===== src/rtl/i2s_audio_source.sv =====
// I2S master receiver: generates BCLK/LRCLK from CLK and deserialises one 18-bit slot per frame.
// Define I2S_SRC_DECIM_EN to average every 4 captured samples into a single output strobe.
module i2s_audio_source #(
  parameter int DIV_HALF = 24,
  parameter bit CH_RIGHT = 1'b0
) (
  input  logic        CLK,
  input  logic        RST,
  output logic        I2S_BCLK,
  output logic        I2S_LRCLK,
  input  logic        I2S_SD,
  input  logic        RUN,
  output logic [17:0] AUDIO,
  output logic        AUDIORDY,
  output logic        AUDIORUN
);

  localparam int            DW       = $clog2(DIV_HALF);
  localparam logic [DW-1:0] DIV_LAST = DW'(DIV_HALF - 1);

  logic [DW-1:0] div_cnt_q, div_cnt_d;
  logic          bclk_q, bclk_d;
  logic [5:0]    bit_cnt_q, bit_cnt_d;
  logic          sd_meta_q, sd_sync_q;
  logic [17:0]   shift_q, shift_d;
  logic          run_q, run_d;
  logic          valid_q, valid_d;
  logic [17:0]   audio_q, audio_d;
  logic          rdy_q, rdy_d;

  logic          div_wrap, rise_evt, fall_evt, frame_end;
  logic [4:0]    slot_k;
  logic          capture, strobe_ok;

`ifdef I2S_SRC_DECIM_EN
  logic [19:0]   sum_q, sum_d, sum_next;
  logic [1:0]    phase_q, phase_d;
`endif

  // NOTE: every signal driven here gets a default first, so no path can infer a latch.
  always_comb begin
    div_wrap  = (div_cnt_q == DIV_LAST);
    rise_evt  = div_wrap && !bclk_q;
    fall_evt  = div_wrap && bclk_q;
    frame_end = fall_evt && (bit_cnt_q == 6'd63);
    slot_k    = bit_cnt_q[4:0];
    capture   = rise_evt && (slot_k == 5'd18) && (bit_cnt_q[5] == CH_RIGHT);
    strobe_ok = capture && valid_q && run_q;

    div_cnt_d = div_wrap ? '0 : div_cnt_q + DW'(1);
    bclk_d    = div_wrap ? ~bclk_q : bclk_q;
    bit_cnt_d = fall_evt ? bit_cnt_q + 6'd1 : bit_cnt_q;
    run_d     = frame_end ? RUN : run_q;
    valid_d   = frame_end ? 1'b1 : valid_q;

    // Slot bit 0 is the I2S delay bit; bits 1..18 carry MSB..LSB.
    shift_d = shift_q;
    if (rise_evt && (slot_k >= 5'd1) && (slot_k <= 5'd18)) begin
      shift_d = {shift_q[16:0], sd_sync_q};
    end

    audio_d = audio_q;
    rdy_d   = 1'b0;

`ifdef I2S_SRC_DECIM_EN
    sum_next = sum_q + {{2{shift_d[17]}}, shift_d};
    sum_d    = sum_q;
    phase_d  = phase_q;
    if (!run_q) begin
      sum_d   = '0;
      phase_d = '0;
    end else if (strobe_ok) begin
      if (phase_q == 2'd3) begin
        audio_d = sum_next[19:2];
        rdy_d   = 1'b1;
        sum_d   = '0;
        phase_d = '0;
      end else begin
        sum_d   = sum_next;
        phase_d = phase_q + 2'd1;
      end
    end
`else
    if (strobe_ok) begin
      audio_d = shift_d;
      rdy_d   = 1'b1;
    end
`endif
  end

  // NOTE: control state is reset; state updates use non-blocking assignments only.
  always_ff @(posedge CLK) begin
    if (RST) begin
      div_cnt_q <= '0;
      bclk_q    <= 1'b0;
      bit_cnt_q <= '0;
      run_q     <= 1'b0;
      valid_q   <= 1'b0;
      audio_q   <= '0;
      rdy_q     <= 1'b0;
`ifdef I2S_SRC_DECIM_EN
      sum_q     <= '0;
      phase_q   <= '0;
`endif
    end else begin
      div_cnt_q <= div_cnt_d;
      bclk_q    <= bclk_d;
      bit_cnt_q <= bit_cnt_d;
      run_q     <= run_d;
      valid_q   <= valid_d;
      audio_q   <= audio_d;
      rdy_q     <= rdy_d;
`ifdef I2S_SRC_DECIM_EN
      sum_q     <= sum_d;
      phase_q   <= phase_d;
`endif
    end
  end

  // NOTE: synchroniser and shift register need no reset; all 18 bits are rewritten before use.
  always_ff @(posedge CLK) begin
    sd_meta_q <= I2S_SD;
    sd_sync_q <= sd_meta_q;
    shift_q   <= shift_d;
  end

  assign I2S_BCLK  = bclk_q;
  assign I2S_LRCLK = bit_cnt_q[5];
  assign AUDIO     = audio_q;
  assign AUDIORDY  = rdy_q;
  assign AUDIORUN  = run_q;

endmodule


===== config.mk =====
export PLATFORM = sky130hd
export DESIGN_NAME = i2s_audio_source
export DESIGN_NICKNAME = d
export VERILOG_FILES = /design/src/rtl/i2s_audio_source.sv
export SDC_FILE = /design/constraint.sdc
export NUM_CORES = 1
export LEC_CHECK = 0
export ABC_CLOCK_PERIOD_IN_PS = 1900
export BUFFER_PORTS_ARGS = -buffer_cell sky130_fd_sc_hd__buf_2
export CAP_MARGIN = 20
export CORE_MARGIN = 3
export CORE_UTILIZATION = 41
export CTS_BUF_LIST = sky130_fd_sc_hd__clkbuf_4
export CTS_CLUSTER_SIZE = 10
export DETAILED_ROUTE_END_ITERATION = 8
export PLACE_DENSITY_LB_ADDON = 0.15
export SYNTH_ARGS = -nofsm -noshare
export SYNTH_HDL_FRONTEND = slang
export SYNTH_SLANG_ARGS = --single-unit

===== constraint.sdc =====
create_clock -name CLK -period 1.9 [get_ports CLK]
set_clock_uncertainty 0.2 [all_clocks]
set_input_delay 0.38 -clock CLK [delete_from_list [all_inputs] [get_ports CLK]]
set_output_delay 0.38 -clock CLK [all_outputs]
set_load 0.005 [all_outputs]

Word level (Yosys, flattened, before mapping) --
Index checks and enable logic that the tools add are counted.
Storage, ports and cells: input bits 4, register bits after elaboration 53, output and inout port bits 22, logic and storage cells 32
Operators by class: $add $sub $neg 2, bitwise logic cells 2, eq/ne operators 3, multiplexer cells 2, reduce and logical (&&, ||, !) cells 11, magnitude comparators 2
Operator list (count):
- 2-to-1 mux 18 bit | 1
- equality test 5 bit, second input constant | 2
- logical AND 1 bit | 9
- adder 6 x 1 -> 6 bit, second input constant | 1
- equality test 6 bit, second input constant | 1
- adder 5 x 1 -> 5 bit, second input constant | 1
- greater-or-equal comparator 5 x 1 -> 1 bit, second input constant | 1
- <= comparator 5 bit, second input constant | 1
- NOT 1 bit | 2
- OR reduction 2 bit | 1
- logical NOT 1 bit | 1
- 2-to-1 mux 1 bit | 1

Longest topological paths before layout --
depth in word-level cells 7, gate-level depth with buffers 8, depth with buffers taken out 6

Least setup slack after synthesis --
Ideal clock, no wire load.
path type reg2reg, from register div_cnt_q[0], to register shift_q[0], data required time 1.579 ns, cell stages (with the launch flop) 8, arrival time 1.702 ns, period minus slack after synthesis 2.023 ns, setup time 0.121 ns, path slack -0.123 ns, buffers on the path 2, cells stage by stage dfxtp_1 > ha_1 > and4b_4 > nand2b_1 > a221o_1 > buf_6 > buf_8 > mux2_4
On the way: longest elaborated chain between the ends 5
Ends and longest elaborated chain:
- start, declared | line 21 | logic [DW-1:0] div_cnt_q, div_cnt_d;
- start signal, assigned | line 106 | div_cnt_q <= div_cnt_d;
- equality test 5 bit | line 42 | div_wrap = (div_cnt_q == DIV_LAST);
- logical AND 1 bit | line 43 | rise_evt = div_wrap && !bclk_q;
- logical AND 1 bit (2 in series) | line 58 | if (rise_evt && (slot_k >= 5'd1) && (slot_k <= 5'd18)) begin
- 2-to-1 mux 18 bit | line 58
- via shift_d[0] | line 25 | logic [17:0] shift_q, shift_d;
- end signal, assigned | line 124 | shift_q <= shift_d;
- end, declared | line 25
The timed path passes the listed nets, and every way through them passes these cells. A chain may end at the register's enable or synchronous reset.

Final worst setup path --
from register div_cnt_q[1], to register shift_q[1]
Same word-level chain as after synthesis.

==> impl_metrics.py <==
metrics = {
    "outcome": {
        "status": "finished with violations",
        "violations": "negative setup slack",
    },
    "synthesis": {
        "synth-xor-area-share_pct": 3.15,
        "syn_avg_cell_area_um2": 11.5,
        "synth_mux_area_share_pct": 21.3,
        "synth-seq-area-share_pct": 53.5,
        "synth_cells": 170,
        "synthAdderAreaFrac_pct": 2.57,
        "synthesis.nets": 178,
        "synth_top_area_cell": "dfxtp_1",
        "yosysWarnings": 0,
        "syn_area_um2": 1950,
        "synth.distinct_cells": 30,
        "synth_top_family_by_area": "multiplexers",
        "ys_top_cells_by_area": "dfxtp_1 53%, mux2i_1 9.8%, mux2_4 6.9%",
        "synthSimpleGateAreaFrac_pct": 13.4,
        "synth_top_area_share_pct": 53.5,
        "synth_compound_area_share_pct": 2.25,
        "ys_seq_elements": 52,
    },
    "layout": {
        "drive_above_1_share_pct": 35.6,
        "fin_cells": 257,
        "layout_common_cells": "48 x dfxtp_1, 26 x nor2_1, 25 x buf_2",
        "fillCellCount": 396,
        "design_area_um2": 2330,
        "fin_nets": 212,
        "n_antenna_cell": 0,
        "area_growth_pct": 19.7,
        "final_common_cell": "dfxtp_1",
    },
    "detailed_routing": {
        "wirelength_um": 3390,
        "route.vias.total": 1277,
        "wl_per_cell_um": 13.2,
        "vias_per_cell": 4.97,
        "drtAntennaViolNets": 0,
        "drc": 0,
        "drtPass1Iterations": 3,
        "drt_iter0_markers": 51,
    },
    "sta": {
        "relSlewSlack_pct": 59.7,
        "rsz0062_at_grt": "true",
        "period_minus_slack_ns": 1.91,
        "tightest_slew_ns": 0.604,
        "final_max_slew_viol_count": 0,
        "fin_crit_sh_pct": 100,
        "max_freq_ghz": 0.525,
        "final_hold_viol_count": 0,
        "worst_slack_ns": -0.00501,
        "setup_viol": 6,
    },
    "power": {
        "max-vdd-ir-drop_v": 0.000422,
        "p_per_area_nw_per_um2": 749,
        "leakagePower_nw": 0.995,
    },
    "setup_path": {
        "crit_arrival_ns": 1.96,
        "r2r_end": "shift_q[1]$_DFF_P_",
        "start_kind": "register",
        "critPathRequiredTime_ns": 1.96,
        "worst-setup-path-type": "reg -> reg",
        "rrSetupSlack_ns": -0.005,
        "r2r-start": "div_cnt_q[1]$_SDFF_PP0_",
        "end_kind": "register",
        "crit_fanout": 17,
        "reg2reg_depth": 6,
    },
    "placed_design": {
        "place_area_um2": 2190,
        "dpl.cell_count": 247,
        "place_hpwl_um": 2260,
        "port_buffers": 25,
        "gp_congestion": 0.826,
    },
    "die": {
        "dieArea_um2": 5610,
        "num_rows": 24,
        "coreArea_um2": 4470,
        "boundaryPins": 26,
        "die_height_um": 74.9,
        "die_w_um": 74.9,
        "start_util_pct": 43.5,
    },
    "min_path": {
        "hold_path_startpoint": "RUN",
        "min_path_type": "in -> reg",
        "whs_path_depth": 3,
        "worstHoldEndpoint": "AUDIORUN$_SDFFE_PP0P_",
    },
    "job": {
        "cap_violations": 0,
    },
    "grt": {
        "grt_pass1_wl_um": 5290,
        "grt_max_degree": 34,
        "grt_pass1_vias": 1147,
        "grt_usage_pct": 12.3,
        "antenna_found_initial": 0,
        "gr-total-overflow": 0,
    },
    "clock_network": {
        "clk_pin_slew_ns": 0.13,
        "numCtsBuffers": 5,
        "cts_sinks": 52,
        "cts_setup_buffers": 0,
        "cts_root_buffer": "clkbuf_4",
        "worstSkewPairLatency_ns": 0.35,
        "tritoncts": "built",
        "cts_max_path_buffers": 2,
        "cts_max_level": 2,
    },
}
-- report_power, final --
group / internal (mW) / total, mW / switching [mW]
sequential: 1.10 / 1.10 / 0.00581
clock: 0.291 / 0.610 / 0.319
combinational: 0.0149 / 0.0326 / 0.0177
total: 1.40 / 1.75 / 0.343
-- metrics by stage --
step / hold slack (ns) / power, mW / TNS [ns] / setup slack (ns) / utilization (%)
after floorplan: 0.110 / 1.15 / -0.365 / -0.0405 / -
after global placement: 0.114 / 1.16 / 0 / 0.00117 / 48.9
after detailed placement: 0.116 / 1.16 / -0.164 / -0.0338 / 48.9
after CTS: 0.0418 / 1.77 / -0.0689 / -0.0143 / 51.1
after global routing: 0.0725 / 1.82 / -0.870 / -0.0577 / 52.1
final: 0.0556 / 1.75 / -0.0101 / -0.00501 / 52.1
-- critical path: stages (launching register included) --
cell and delay [ns]:
dfxtp_2 0.38, ha_4 0.13, and4b_4 0.27, nand2b_4 0.06, a221o_1 0.30, buf_12 0.17, mux2_4 0.30
-- how the worst max path moves through the flow --
stage / from / end / slack [ns] / cells past startpoint
2_1_floorplan: div_cnt_q[1]$_SDFF_PP0_ / shift_q[0]$_DFF_P_ / -0.04 / 7
3_3_place_gp: bit_cnt_q[0]$_SDFFE_PP0P_ / shift_q[15]$_DFF_P_ / 0.001 / 6
3_5_place_dp: bit_cnt_q[0]$_SDFFE_PP0P_ / shift_q[13]$_DFF_P_ / -0.03 / 6
4_1_cts: div_cnt_q[1]$_SDFF_PP0_ / shift_q[1]$_DFF_P_ / -0.01 / 6
5_1_grt: div_cnt_q[1]$_SDFF_PP0_ / shift_q[1]$_DFF_P_ / -0.06 / 6
6_report: div_cnt_q[1]$_SDFF_PP0_ / shift_q[1]$_DFF_P_ / -0.005 / 6
-- what timing repair did --
item                       4_1_cts  5_1_grt
resized for setup                2        6
hold endpoints to repair         1        0
setup endpoints to repair       18       35
pin swaps                        0        1
hold buffers                     1        0
cloned                           0        1
-- Yosys cell counts --
cell type and count:
xnor2_1 2, a311oi_1 1, nor2_1 26, mux2_2 8, nor3b_1 2, nor3_1 2
xor2_1 5, nand2b_1 2, mux2_4 9, ha_1 4, mux2i_1 19, nand4_1 2
nand2_1 3, a221o_1 1, and4b_4 1, buf_8 1, clkbuf_1 6, o21ai_0 1
inv_1 3, and3_1 2, buf_6 1, a21oi_1 4, nor2b_1 1, nand3_1 4
nor4_1 1, nand4b_1 2, dfxtp_1 52, and4bb_2 1, buf_4 2, and2_1 2
-- sequential cells by signal, summed over array words and instances, names as in the netlist --
signal / count
shift_q: 17
AUDIORUN: 1
I2S_BCLK: 1
AUDIORDY: 1
valid_q: 1
sd_sync_q: 1
bit_cnt_q: 6
sd_meta_q: 1
div_cnt_q: 5
AUDIO: 18
-- layout make-up --
cell class / count / area [um^2] / share of cell area (%)
Clock inverter: 2 / 35.0 / 1.50
Sequential cell: 52 / 1050 / 45.0
Multi-Input combinational cell: 105 / 865 / 37.1
Inverter: 3 / 11.3 / 0.483
Clock buffer: 6 / 45.0 / 1.93
Tap cell: 52 / 65.1 / 2.79
Timing Repair Buffer: 37 / 260 / 11.2
-- kinds of logic after synthesis --
kind of cell,count (synthesis)
fa+ha+maj,4
xor+xnor,7
buf+inv,13
flops,52
simple gates,51
mux,36
compound gates,7
-- routing by layer --
metal / global-route usage (%) / wire length (um) / vias up
met1: 16.2 / 1610 / 602
li1: - / - / 647
met2: 19.0 / 1570 / 23
met3: 4.67 / 165 / 5
met5: 0 / 0 / -
met4: 3.56 / 42 / 0
Power figures use the tool's default switching activity.
